===== config.mk =====
export PLATFORM = sky130hd
export DESIGN_NAME = ifetch_stage
export DESIGN_NICKNAME = d
export VERILOG_FILES = /design/src/rtl/ifetch_stage.sv
export SDC_FILE = /design/constraint.sdc
export NUM_CORES = 1
export LEC_CHECK = 0
export CORE_UTILIZATION = 44
export CTS_CLUSTER_SIZE = 8
export DETAILED_ROUTE_END_ITERATION = 10
export GPL_TIMING_DRIVEN = 0
export HOLD_SLACK_MARGIN = 0.1
export PLACE_DENSITY_LB_ADDON = 0.08
export SYNTH_ARGS = -nofsm -noshare
export SYNTH_HDL_FRONTEND = slang
export SYNTH_SLANG_ARGS = --single-unit

===== constraint.sdc =====
create_clock -name clk -period 10.05 [get_ports clk]
set_clock_uncertainty 0.15 [all_clocks]
set_input_delay 2.01 -clock clk [delete_from_list [all_inputs] [get_ports clk]]
set_output_delay 2.01 -clock clk [all_outputs]
set_load 0.02 [all_outputs]

===== src/rtl/ifetch_stage.sv =====
// Instruction fetch: PC + in-order imem req/gnt/rvalid, buffered words handed to decode.
// Latency: rvalid at cycle N gives id_valid at N+1; redirect resumes fetch one cycle later.
// Backpressure: id_ready low holds the FIFO head; issue stops once FIFO/outstanding credits run out.

module ifetch_fifo #(
    parameter int WIDTH = 32,
    parameter int DEPTH = 2
) (
    input  logic                       clk,
    input  logic                       rst,
    input  logic                       flush,
    input  logic                       push,
    input  logic [WIDTH-1:0]           push_dat,
    input  logic                       pop,
    output logic [WIDTH-1:0]           head_dat,
    output logic [$clog2(DEPTH+1)-1:0] count
);
    localparam int AW = (DEPTH > 1) ? $clog2(DEPTH) : 1;
    localparam int CW = $clog2(DEPTH+1);

    logic [WIDTH-1:0] mem [DEPTH];
    logic [AW-1:0]    rd_ptr;
    logic [AW-1:0]    wr_ptr;
    logic             do_push;
    logic             do_pop;

    function automatic logic [AW-1:0] ptr_next(input logic [AW-1:0] p);
        return (p == AW'(DEPTH-1)) ? '0 : p + AW'(1);
    endfunction

    assign do_pop   = pop && (count != '0);
    // A full FIFO still accepts a push when it is popped in the same cycle.
    assign do_push  = push && ((count != CW'(DEPTH)) || do_pop);
    assign head_dat = mem[rd_ptr];

    always_ff @(posedge clk) begin
        if (rst || flush) begin
            rd_ptr <= '0;
            wr_ptr <= '0;
            count  <= '0;
        end else begin
            if (do_push)
                wr_ptr <= ptr_next(wr_ptr);
            if (do_pop)
                rd_ptr <= ptr_next(rd_ptr);
            if (do_push && !do_pop)
                count <= count + CW'(1);
            else if (do_pop && !do_push)
                count <= count - CW'(1);
        end
    end

    always_ff @(posedge clk) begin
        if (!rst && !flush && do_push)
            mem[wr_ptr] <= push_dat;
    end
endmodule

module ifetch_stage #(
    parameter int                    DATA_WIDTH      = 32,
    parameter logic [DATA_WIDTH-1:0] RESET_PC        = '0,
    parameter int                    FIFO_DEPTH      = 2,
    parameter int                    MAX_OUTSTANDING = 2
) (
    input  logic                  clk,
    input  logic                  rst,
    output logic                  imem_req,
    output logic [DATA_WIDTH-1:0] imem_addr,
    input  logic                  imem_gnt,
    input  logic                  imem_rvalid,
    input  logic [DATA_WIDTH-1:0] imem_rdata,
    input  logic                  redirect_valid,
    input  logic [DATA_WIDTH-1:0] redirect_pc,
    output logic                  id_valid,
    input  logic                  id_ready,
    output logic [DATA_WIDTH-1:0] id_instruction,
    output logic [DATA_WIDTH-1:0] id_pc
);
    localparam int FCW = $clog2(FIFO_DEPTH+1);
    localparam int OCW = $clog2(MAX_OUTSTANDING+1);
    localparam int SW  = ((FCW > OCW) ? FCW : OCW) + 1;

    logic [DATA_WIDTH-1:0]   pc;
    logic [OCW-1:0]          live;
    logic [OCW-1:0]          discard;
    logic [FCW-1:0]          fifo_count;
    logic [DATA_WIDTH-1:0]   tag_head;
    logic [2*DATA_WIDTH-1:0] fifo_head;
    logic                    accept;
    logic                    keep;
    logic                    drop;
    logic                    fifo_nonempty;
    logic                    unused_pc_lsbs;

    assign unused_pc_lsbs = ^redirect_pc[1:0];

    assign accept        = imem_req && imem_gnt;
    assign keep          = imem_rvalid && (discard == '0);
    assign drop          = imem_rvalid && (discard != '0);
    assign fifo_nonempty = !rst && (fifo_count != '0);

    // Credit rule: a kept response always has a FIFO slot waiting for it.
    assign imem_req = !rst && !redirect_valid
                   && ((SW'(live) + SW'(discard)) < SW'(MAX_OUTSTANDING))
                   && ((SW'(fifo_count) + SW'(live)) < SW'(FIFO_DEPTH));
    assign imem_addr = pc;

    assign id_valid       = fifo_nonempty && !redirect_valid;
    assign id_instruction = fifo_nonempty ? fifo_head[2*DATA_WIDTH-1:DATA_WIDTH] : '0;
    assign id_pc          = fifo_nonempty ? fifo_head[DATA_WIDTH-1:0] : '0;

    // Tag queue occupancy is exactly the number of live (kept) requests.
    ifetch_fifo #(.WIDTH(DATA_WIDTH), .DEPTH(MAX_OUTSTANDING)) u_tag_q (
        .clk      (clk),
        .rst      (rst),
        .flush    (redirect_valid),
        .push     (accept),
        .push_dat (pc),
        .pop      (keep && !redirect_valid),
        .head_dat (tag_head),
        .count    (live)
    );

    ifetch_fifo #(.WIDTH(2*DATA_WIDTH), .DEPTH(FIFO_DEPTH)) u_instr_q (
        .clk      (clk),
        .rst      (rst),
        .flush    (redirect_valid),
        .push     (keep && !redirect_valid),
        .push_dat ({imem_rdata, tag_head}),
        .pop      (id_valid && id_ready),
        .head_dat (fifo_head),
        .count    (fifo_count)
    );

    always_ff @(posedge clk) begin
        if (rst) begin
            pc      <= RESET_PC;
            discard <= '0;
        end else if (redirect_valid) begin
            pc      <= {redirect_pc[DATA_WIDTH-1:2], 2'b00};
            // Any response landing this cycle retires one outstanding request, kept or not.
            discard <= discard + live - OCW'(imem_rvalid);
        end else begin
            if (accept)
                pc <= pc + DATA_WIDTH'(4);
            if (drop)
                discard <= discard - OCW'(1);
        end
    end

    a_rvalid_expected: assert property (@(posedge clk) disable iff (rst)
        imem_rvalid |-> ((live != '0) || (discard != '0)));
endmodule


* After elaboration in Yosys (flattened, before gate mapping)
Memory sizes are Yosys's and may differ from the RTL's. A register that Yosys moved wholly into a read port is not among the register bits.
Index checks and enable logic that the tools add are counted.
W data, S select, Z words.
** Word-level totals
- RAM bits :: 192
- Flip-flop bits (word level) :: 42
- Memories :: 2
- Output and inout port bits :: 98
** Cells by class
- Reductions and logical operators :: 38
- Add/sub/neg operators :: 14
- Mux-type cells :: 22
- $lt $le $gt $ge :: 2
- Equality and inequality tests :: 2
** Memories
- u_instr_q.mem :: words 2, bits a word 64, read ports 1, clocked after memory_dff 1, write ports 1, RTL line 21 : logic [WIDTH-1:0] mem [DEPTH];
- u_tag_q.mem :: words 2, bits a word 32, read ports 1, clocked after memory_dff 1, write ports 1, RTL line 21
** Operators with widths (number)
- $mux W32 :: 4
- $add A32 B3 Y32 const B :: 1
- $logic_and A1 B1 Y1 :: 20
- $reduce_bool A2 Y1 :: 7
- $mux W1 :: 12
- $mux W2 :: 6
- $add A2 B2 Y3 :: 2
- $logic_not A1 Y1 :: 6
- $lt A3 B2 Y1 const B :: 2
- $sub A2 B1 Y2 const B :: 3
- $add A1 B1 Y1 const B :: 4
- $add A2 B1 Y2 const B :: 2
- $ne A2 B2 Y1 const B :: 2
- $logic_or A1 B1 Y1 :: 3
- $add A2 B2 Y2 :: 1
- $logic_not A2 Y1 :: 1
- $reduce_or A2 Y1 :: 1
- $sub A2 B1 Y2 :: 1

* Depth between registers and ports, before layout
- Depth in word-level cells :: 11
- Gate-level depth with buffers :: 11

* By module
Synthesis repeated with hierarchy kept, for this count alone.
** Second synthesis, totals
- Cell total of the unflattened synthesis :: 675
- Area total of the unflattened synthesis :: 9924.5 µm²
** Modules (own cells, without submodules)
- ifetch_fifo at u_instr_q :: cells an instance 223, instances 1, area each 4870.9 µm²
- ifetch_fifo at u_tag_q :: cells an instance 124, instances 1, area each 2541.2 µm²
- ifetch_stage :: cells an instance 328, instances 1, area each 2512.4 µm²

* Least setup slack after synthesis
No wires, ideal clock.
- Path kind :: in2reg
- Start :: in rst
- End :: mem u_instr_q.mem[1][10] in the netlist's numbering (enable)
- Library setup time :: 0.571 ns
- Data required time :: 9.329 ns
- Slack :: 2.179 ns
- Buffers on the path :: 3
- Arrival time :: 7.150 ns
- Stages on the path :: 4
- Path through :: clkbuf_1 -> clkbuf_1 -> clkbuf_1 -> nor3b_1
** Between the ends
- Word-level cells in the longest chain between the ends :: 10
- Elaborated cells on any way between the ends :: 11
- Classes of those cells :: mux: 2; reduce/logical: 9
** Ends and longest elaborated chain
- start: declaration :: RTL line 66 : input logic rst,
- $logic_not A1 Y1 * :: RTL line 54, 100
- $logic_and A1 B1 Y1 :: RTL line 100 : assign fifo_nonempty = !rst && (fifo_count != '0);
- $logic_and A1 B1 Y1 :: RTL line 108 : assign id_valid = fifo_nonempty && !redirect_valid;
- $logic_and A1 B1 Y1 :: RTL line 130 : .pop (id_valid && id_ready),
- $logic_and A1 B1 Y1 :: RTL line 31 : assign do_pop = pop && (count != '0);
- $logic_or A1 B1 Y1 :: RTL line 33 : assign do_push = push && ((count != CW'(DEPTH)) || do_pop);
- $logic_and A1 B1 Y1 :: RTL line 33
- $logic_and A1 B1 Y1 * :: RTL line 54 : if (!rst && !flush && do_push)
- $mux W1 * :: RTL line 54
- $mux W1 (implied by the code) * :: RTL line 55 : mem[wr_ptr] <= push_dat;
- end: declaration :: RTL line 21
Every way passes the cells marked *; elsewhere a longest branch is shown, timed or not.

* Final worst setup path
- Start :: in rst
- End :: out id_pc[7]
** Between the ends
- Word-level cells in the longest chain between the ends :: 3
** Ends and longest elaborated chain
- $logic_not A1 Y1 :: RTL line 100
- $logic_and A1 B1 Y1 :: RTL line 100
- $mux W32 :: RTL line 110 : assign id_pc = fifo_nonempty ? fifo_head[DATA_WIDTH-1:0] : '0;
- end: declaration :: RTL line 77 : output logic [DATA_WIDTH-1:0] id_pc
No other way between the ends.

==> out/metrics.cfg <==
[synthesis]
yosysWarnings = 0
synth_ff_type = edfxtp_1
ys_seq_area_frac = 0.667
syn_area_per_cell_sq_um = 13.6
synth_edf_count = 184
synth.most_common_cell = edfxtp_1
yosysTopAreaCell = edfxtp_1
yosys-top-cells-area = edfxtp_1, dfxtp_1, mux2i_1
synthCells = 701
ys_seq_elements = 226
yosysTopAreaCellShare = 0.579
ys_async_sr_fraction = 0
synth_common_cells = edfxtp_1, nor2_1, mux2i_1, dfxtp_1, clkbuf_1
ys_types = 54
syn_area_sq_um = 9550

[pwr]
clkPwrFrac = 0.451
p_switching_uw = 521
power_frac_seq = 0.464
switching_share = 0.226
power.internal_mw = 1.78
power_frac_comb = 0.085
leakage_nw = 4.08
powerDensity_nw_per_um2 = 182
peakVddDrop_uv = 106

[worst_setup_path]
startpoint = rst
r2r_setup_slack_ns = 5.87
crit_top_cell = clkbuf_1
cp.arrival_ns = 4.27
max_stage_delay_ns = 0.56
crit_type = input pin to primary output
cp_slowest_cell = clkdlybuf4s50_1
startpoint_type = input pin
critPathCaptureType = primary output
crit_chain = clkbuf_1, or2_2, clkbuf_1, clkbuf_1, nor2_1, clkdlybuf4s50_1
r2r-start = u_tag_q.count[0]
crit_fanout = 10
required_ns = 7.89

[detailed_routing]
first_pass_iters = 5
vias = 6589
drtIter0Drc = 570
drt.antenna.violating_nets = 0
drc_errors = 0
wl_per_cell_microns = 19.2
finalWirelength_microns = 23300
routed_via_density = 5.42

[cts]
clock-sinks = 226
cts_tree = done
clk_pin_slew_ns = 0.05
cts_buffers = 34
cts_root_buf = clkbuf_16
cts_setup_buffers = 0
htreeDepth = 2
cts.path.max_buffers = 3
clkLatencyLatePin_ns = 0.50
post_cts_resized = 0
ctsHoldBuffers = 0

[place]
globalplace.congestion = 0.867
post-dp-hpwl_microns = 16300
dp.cells = 1153
io_buffer_count = 159

[floorplan]
die_y_microns = 149
start_util = 0.451
ios = 168
core-area_sq_um = 21200
rows = 53
die_area_sq_um = 22300
die_x_microns = 149

[min_path]
hold_path.class = flip-flop to flip-flop
hold_start = u_tag_q.wr_ptr

[layout]
syn_to_final_growth_pct = 32.8
drive_gt1_frac = 0.110
nets = 993
nFillCells = 1673
final_cell_count_no_fill = 1215
n_antenna_cell = 0

[global_routing]
grt_pass1_vias = 6688
grt_use_total = 0.214
grt_max_degree = 31
antenna_found_initial = 0
grt_pass1_wl_microns = 36200
overflow = 0

[sta]
slew_violations = 0
worst_pin_slew_ns = 0.992
finalHoldViolCount = 0
finalCritPeriodShare = 0.640
period_needed_ns = 6.43
grt_setup_unrepaired = false
relSlewSlack = 0.335
tns_ns = 0
fmax_mhz = 155
setup_viol = 0

[job]
cap_violations = 0

[outcome]
status = finished, final reports clean

## cells in the final DEF (no fill, tap or decap), types with 9 or more instances in the layout
cell | synthesis | routed
a31oi_1 | 11 | 11
and2_1 | 11 | 10
buf_6 | 0 | 14
clkbuf_1 | 35 | 59
clkbuf_16 | 0 | 35
clkdlybuf4s50_1 | 0 | 159
dfxtp_1 | 42 | 42
edfxtp_1 | 184 | 184
inv_1 | 11 | 11
mux2_2 | 31 | 31
mux2i_1 | 62 | 62
nand2_1 | 31 | 31
nand3_1 | 17 | 17
nand4_1 | 13 | 13
nor2_1 | 91 | 91
nor4_1 | 9 | 9
o211ai_1 | 12 | 12
o311ai_0 | 11 | 11
or4_1 | 15 | 15
xor2_1 | 9 | 9
## per-layer routing
metal | track usage | vias to the layer above | routed length, microns
li1 | - | 3110 | -
met1 | 0.271 | 3160 | 9650
met2 | 0.362 | 273 | 11500
met3 | 0.0446 | 46 | 1630
met4 | 0.0760 | 0 | 529
met5 | 0 | - | 0
## critical path, delay by kind of cell
kind | cells | cell delay [ns]
buf+inv | 4 | 1.93
simple gates | 2 | 0.32
## path summary, 6_finish.rpt
path                                      endpoint  depth (start not counted)
worst max-delay path                      id_pc[7]                          6
worst min-delay path                u_tag_q.wr_ptr                          2
worst max register to register  u_tag_q.mem[0][23]                          9
worst min register to register      u_tag_q.wr_ptr                          2
## power by group through the flow
stage               combinational (mW)  clock (mW)  sequential (mW)
CTS                              0.196        1.06             1.07
detailed placement               0.195           0             1.09
floorplan                       0.0890           0             1.09
global route                     0.210        1.11             1.07
global placement                 0.184           0             1.09
finish                           0.195        1.04             1.07
## state kept, by name, summed over array words and instances, names as in the netlist, named ones only
register          cells
u_instr_q.mem       124
u_tag_q.mem          60
imem_addr            30
discard               2
u_instr_q.count       2
u_tag_q.count         2
u_instr_q.rd_ptr      1
u_instr_q.wr_ptr      1
u_tag_q.rd_ptr        1
u_tag_q.wr_ptr        1
## metrics by stage
stage	utilization	area, sq um	setup slack [ns]	total power, mW	hold WS, ns
after global routing	0.600	12700	3.43	2.39	0.363
after CTS	0.600	12700	3.54	2.33	0.330
after detailed placement	0.552	11700	3.56	1.28	0.323
after global placement	0.543	11500	-1.35	1.27	0.304
final	0.600	12700	3.62	2.31	0.328
after floorplan	-	9560	2.18	1.18	0.291
## final cells by class
cell class                      count  area, sq um  share of cell area
Timing Repair Buffer              174         1760               0.139
Clock inverter                      3         41.3             0.00326
Inverter                           11         41.3             0.00326
Tap cell                          275          344              0.0271
Multi-Input combinational cell    423         2980               0.235
Clock buffer                       59          966              0.0762
Sequential cell                   226         6370               0.502
Buffer                             44          184              0.0145
## kinds of logic (layout without fill, tap and decap cells)
kind of cell             Yosys count  after routing  share of synthesized area
AO/OA/AOI/OAI                     77             77                     0.0599
XOR/XNOR                          14             14                     0.0128
adder cells (fa/ha/maj)            9              9                     0.0134
buffers and inverters             55            291                     0.0236
flip-flops                       226            226                      0.667
multiplexers                      93             93                      0.102
other                              1              4                   0.000393
AND/OR/NAND/NOR                  226            226                      0.122
(Power assumes the default switching activity.)
